**config.mk**
```make
export PLATFORM = sky130hd
export DESIGN_NAME = piso_serializer
export DESIGN_NICKNAME = d
export VERILOG_FILES = /design/src/rtl/piso_serializer.sv
export SDC_FILE = /design/constraint.sdc
export NUM_CORES = 1
export LEC_CHECK = 0
export ABC_AREA = 1
export BUFFER_PORTS_ARGS = -buffer_cell sky130_fd_sc_hd__clkbuf_2
export CAP_MARGIN = 40
export CORE_MARGIN = 3
export CORE_UTILIZATION = 54
export CTS_CLUSTER_SIZE = 12
export DETAILED_ROUTE_END_ITERATION = 10
export PLACE_DENSITY = 0.86
export SLEW_MARGIN = 15
export SYNTH_ARGS = -nofsm -noshare
export SYNTH_HDL_FRONTEND = slang
export SYNTH_SLANG_ARGS = --single-unit
```
**constraint.sdc**
```tcl
create_clock -name clk -period 1.9 [get_ports clk]
set_clock_uncertainty 0.05 [all_clocks]
set_input_delay 0.19 -clock clk [delete_from_list [all_inputs] [get_ports clk]]
set_output_delay 0.19 -clock clk [all_outputs]
set_load 0.02 [all_outputs]
```
**src/rtl/piso_serializer.sv**
```systemverilog
// Parallel-in / serial-out converter with a one-word holding register so that
// consecutive words stream out with no idle cycle between them.
module piso_serializer #(
  parameter int WIDTH     = 8,
  parameter bit MSB_FIRST = 1'b1
) (
  input  logic             clk,
  input  logic             rstn,
  input  logic [WIDTH-1:0] din,
  input  logic             din_valid,
  output logic             din_ready,
  output logic             x,
  output logic             x_valid,
  output logic             word_done,
  output logic             busy
);

  localparam int CW = $clog2(WIDTH);
  localparam logic [CW-1:0] LAST     = CW'(WIDTH - 1);
  localparam logic [CW-1:0] PRE_LAST = CW'(WIDTH - 2);

  typedef enum logic {IDLE, SHIFT} state_t;

  state_t           state, state_nxt;
  logic [WIDTH-1:0] sreg, sreg_nxt;
  logic [WIDTH-1:0] hold, hold_nxt;
  logic [CW-1:0]    cnt, cnt_nxt;
  logic             hold_full, hold_full_nxt;
  logic             x_nxt, x_valid_nxt, word_done_nxt, busy_nxt;
  logic             xfer, load;
  logic [WIDTH-1:0] load_word;

  function automatic logic head_bit(input logic [WIDTH-1:0] w);
    return MSB_FIRST ? w[WIDTH-1] : w[0];
  endfunction

  function automatic logic [WIDTH-1:0] advance(input logic [WIDTH-1:0] w);
    if (MSB_FIRST) return {w[WIDTH-2:0], 1'b0};
    else           return {1'b0, w[WIDTH-1:1]};
  endfunction

  assign din_ready = ~hold_full & rstn;
  assign xfer      = din_valid & din_ready;

  // sreg holds the bits not yet presented; the bit on x lives in the x register.
  always_comb begin
    state_nxt     = state;
    sreg_nxt      = sreg;
    hold_nxt      = hold;
    cnt_nxt       = cnt;
    hold_full_nxt = hold_full;
    x_nxt         = 1'b0;
    x_valid_nxt   = 1'b0;
    word_done_nxt = 1'b0;
    busy_nxt      = 1'b0;
    load          = 1'b0;
    load_word     = din;
    case (state)
      IDLE: begin
        if (xfer) load = 1'b1;
      end
      SHIFT: begin
        if (cnt != LAST) begin
          x_nxt         = head_bit(sreg);
          sreg_nxt      = advance(sreg);
          cnt_nxt       = cnt + 1'b1;
          x_valid_nxt   = 1'b1;
          busy_nxt      = 1'b1;
          word_done_nxt = (cnt == PRE_LAST);
          if (xfer) begin
            hold_nxt      = din;
            hold_full_nxt = 1'b1;
          end
        end else if (hold_full) begin
          load          = 1'b1;
          load_word     = hold;
          hold_full_nxt = 1'b0;
        end else if (xfer) begin
          load = 1'b1;
        end else begin
          state_nxt = IDLE;
        end
      end
      default: state_nxt = IDLE;
    endcase
    if (load) begin
      state_nxt     = SHIFT;
      sreg_nxt      = advance(load_word);
      cnt_nxt       = '0;
      x_nxt         = head_bit(load_word);
      x_valid_nxt   = 1'b1;
      busy_nxt      = 1'b1;
      word_done_nxt = 1'b0;
    end
  end

  always_ff @(posedge clk or negedge rstn) begin
    if (!rstn) begin
      state     <= IDLE;
      sreg      <= '0;
      hold      <= '0;
      cnt       <= '0;
      hold_full <= 1'b0;
      x         <= 1'b0;
      x_valid   <= 1'b0;
      word_done <= 1'b0;
      busy      <= 1'b0;
    end else begin
      state     <= state_nxt;
      sreg      <= sreg_nxt;
      hold      <= hold_nxt;
      cnt       <= cnt_nxt;
      hold_full <= hold_full_nxt;
      x         <= x_nxt;
      x_valid   <= x_valid_nxt;
      word_done <= word_done_nxt;
      busy      <= busy_nxt;
    end
  end

endmodule

```
==> results.txt <==
Grt total ovfl: 0
Count leader, synth: nand2_1
Pwr Total: 1.682 mW
Post-route non-filler standard cell count: 171
Final #Nets: 161
Top Ports: 16
Comb power frac: 0.389
Rows: 15
Placed cell area: 1179 um^2
Sw power: 0.6628 mW
Largest fanout on the critical path: 24
GRT Total Usage: 0.1732
GPL Wtd Cong: 0.8862
Mapped Avg Cell Area: 8.438 um^2
Highest Signal Layer: met4
Pin count of the biggest net entering global routing: 25
DRT iter0 DRCs: 22
Max capacitance violation total: 0
Final-report max-slew violation count: 0
Worst Path Arrival: 1.44 ns
Clk_lat worst skew: 0.31 ns
CP Class: in2out
Relative slew slack: 0.7882
Die X: 50.90 um
VDD IR max: 0.7667 mV
Clock transition at the registers of the reported paths: 0.11 ns
Net Sw Frac: 0.3941
Synthesized area: 1089 um^2
Yosys warns: 0
Worst path cell trace: dlygate4sd3_1 > clkbuf_2 > buf_4 > inv_1 > nor2_1 > clkbuf_2
Leak Pwr: 0.6296 nW
Vias in the first global route: 789
# diodes: 0
Area contributors post-synth: dfrtp_1 53%, nand2_1 14%, nand3_1 6.9%
Final setup vio count: 0
Yosys reg bits: 23
CP endpoint kind: primary output
Layout cells sized above 1: 0.1918
Clock Path Buffers: 2
Reg power frac: 0.481
Synth top area share: 0.5287
WL met2: 862 um
Async SR Flop Fraction: 1.000
Wire length on met3: 109 um
Worst setup margin: 0.2212 ns
Power per cell area: 1384 nW/um^2
Crit-path leading delay family: buffers and inverters
Mapped Cells: 129
Final Cell Area: 1215 um^2
Vias/cell: 5.105
Most common library cells after synthesis: 40 x nand2_1, 23 x dfrtp_1, 15 x nand3_1
Worst path max stage delay: 0.52 ns
Synth area leader: dfrtp_1
Tightest Hold Check Type: in2reg
Initial Utilization: 0.5979
Req. time, crit path: 1.66 ns
DIE HEIGHT: 50.90 um
DRT Pass-1 Iters: 4
First-pass GRT wire length: 3346 um
Share of the yosys chip area belonging to registers: 0.5287
Final Hold Vio Count: 0
Final HPWL from detailed placement: 1453 um
Remaining antenna violation count: 0
Core Area: 1821 um^2
Fmax: 595.7 MHz
P_int: 1.019 mW
Initial antenna violation count: 0
Clk pwr share: 0.130
WL met1: 912 um
Hold Worst Slack: 0.04367 ns
Clk sinks: 23
RSZ-0062 raised after global routing: false
Sum Neg Setup Slack: 0 ns
Status: complete, no violations
Htree depth: 1
Avg WL per Cell: 11.13 um
Port Buffers: 15
Residual DRC: 0
CTS root buffer: clkbuf_4
Top FF cell, synth: dfrtp_1
Worst Path Buf+Inv: 5
Slowest cell on crit path: dlygate4sd3_1
EDFF count, synth: 0
Synth-to-Final Area Change: 11.61%
Tightest Pin Transition: 0.3174 ns
Cells after DPL: 166
Post_cts resized: 0
CTS tree: built
Vias post-DR: 873
Most used cell, CP: clkbuf_2
Final worst path period share: 0.8836
Yosys cell types: 16
CP startpoint kind: input pin
Routed WL: 1904 um
Place WS: 0.2983 ns
Mapped Nets: 143
Fin util: 0.6674
CTS Buf Count: 3
Die area: 2590 um^2
Min cycle time layout: 1.679 ns
==> path summary, 6_finish.rpt <==
path                          from         to  slack, ns  cells past startpoint
min in group asynchronous     rstn     cnt[0]       0.35                      3
max in group asynchronous     rstn    sreg[4]       1.23                      3
hold / removal              din[6]    hold[6]       0.04                      3
setup / recovery              rstn  din_ready       0.22                      6
setup reg to reg            cnt[1]    hold[7]       0.29                      6
hold reg to reg            sreg[7]          x       0.45                      2
==> kinds of logic after synthesis <==
family	synth area share
buf+inv	0.08391
fa+ha+maj	0.03449
flops	0.5287
compound gates	0.1046
simple gates	0.2483
==> metal layers <==
metal  up-vias  GRT usage
met5         -          0
met4         0    0.02691
met3         4    0.06122
met2        23     0.2870
met1       399     0.2231
li1        447          -
==> registers in the layout, summed over array words and instances, names as in the netlist <==
name,flops
hold,8
sreg,7
busy,1
state,1
hold_full,1
word_done,1
cnt,3
x,1
==> layout by cell type (no fill, tap or decap) <==
cell type and n:
dlygate4sd3_1 1, buf_4 3, inv_1 12, nand3_1 15
a21oi_2 1, o21ai_1 9, clkbuf_4 3, o21ai_0 12
dfrtp_1 23, nor2_1 2, inv_2 2, nor2_4 1
nor2_2 1, clkbuf_1 1, ha_1 3, nand2_1 40
nand3_2 2, clkbuf_2 15
==> power groups by stage <==
stage | Combinational [mW] | Sequential [mW] | Clock (mW)
2_1_floorplan | 0.482 | 0.820 | 0
3_3_place_gp | 0.631 | 0.812 | 0
3_5_place_dp | 0.657 | 0.823 | 0
4_1_cts | 0.663 | 0.811 | 0.223
5_1_grt | 0.764 | 0.832 | 0.242
6_report | 0.655 | 0.808 | 0.219
==> cell type report <==
| cell class | instances | area [um^2] |
|---|---|---|
| fillers | 151 | 605.6 |
| multi-input cells | 86 | 421.7 |
| flip-flops and latches | 23 | 575.6 |
| well taps | 25 | 31.28 |
| inverters | 14 | 52.55 |
| clock buffers | 4 | 26.28 |
| repair buffers | 19 | 107.6 |
==> worst min-delay path, cell delays in order <==
cell	delay, ns
clkbuf_2	0.08
nand2_1	0.04
o21ai_0	0.06
==> what timing repair did <==
item / 4_1_cts / 5_1_grt
endpoints found under the setup margin: 0 / 0
endpoints found under the hold margin: 23 / 0
hold buffers: 1 / 0
buffers inserted: 0 / 0
Note: power is estimated with default switching activity, not from simulation.
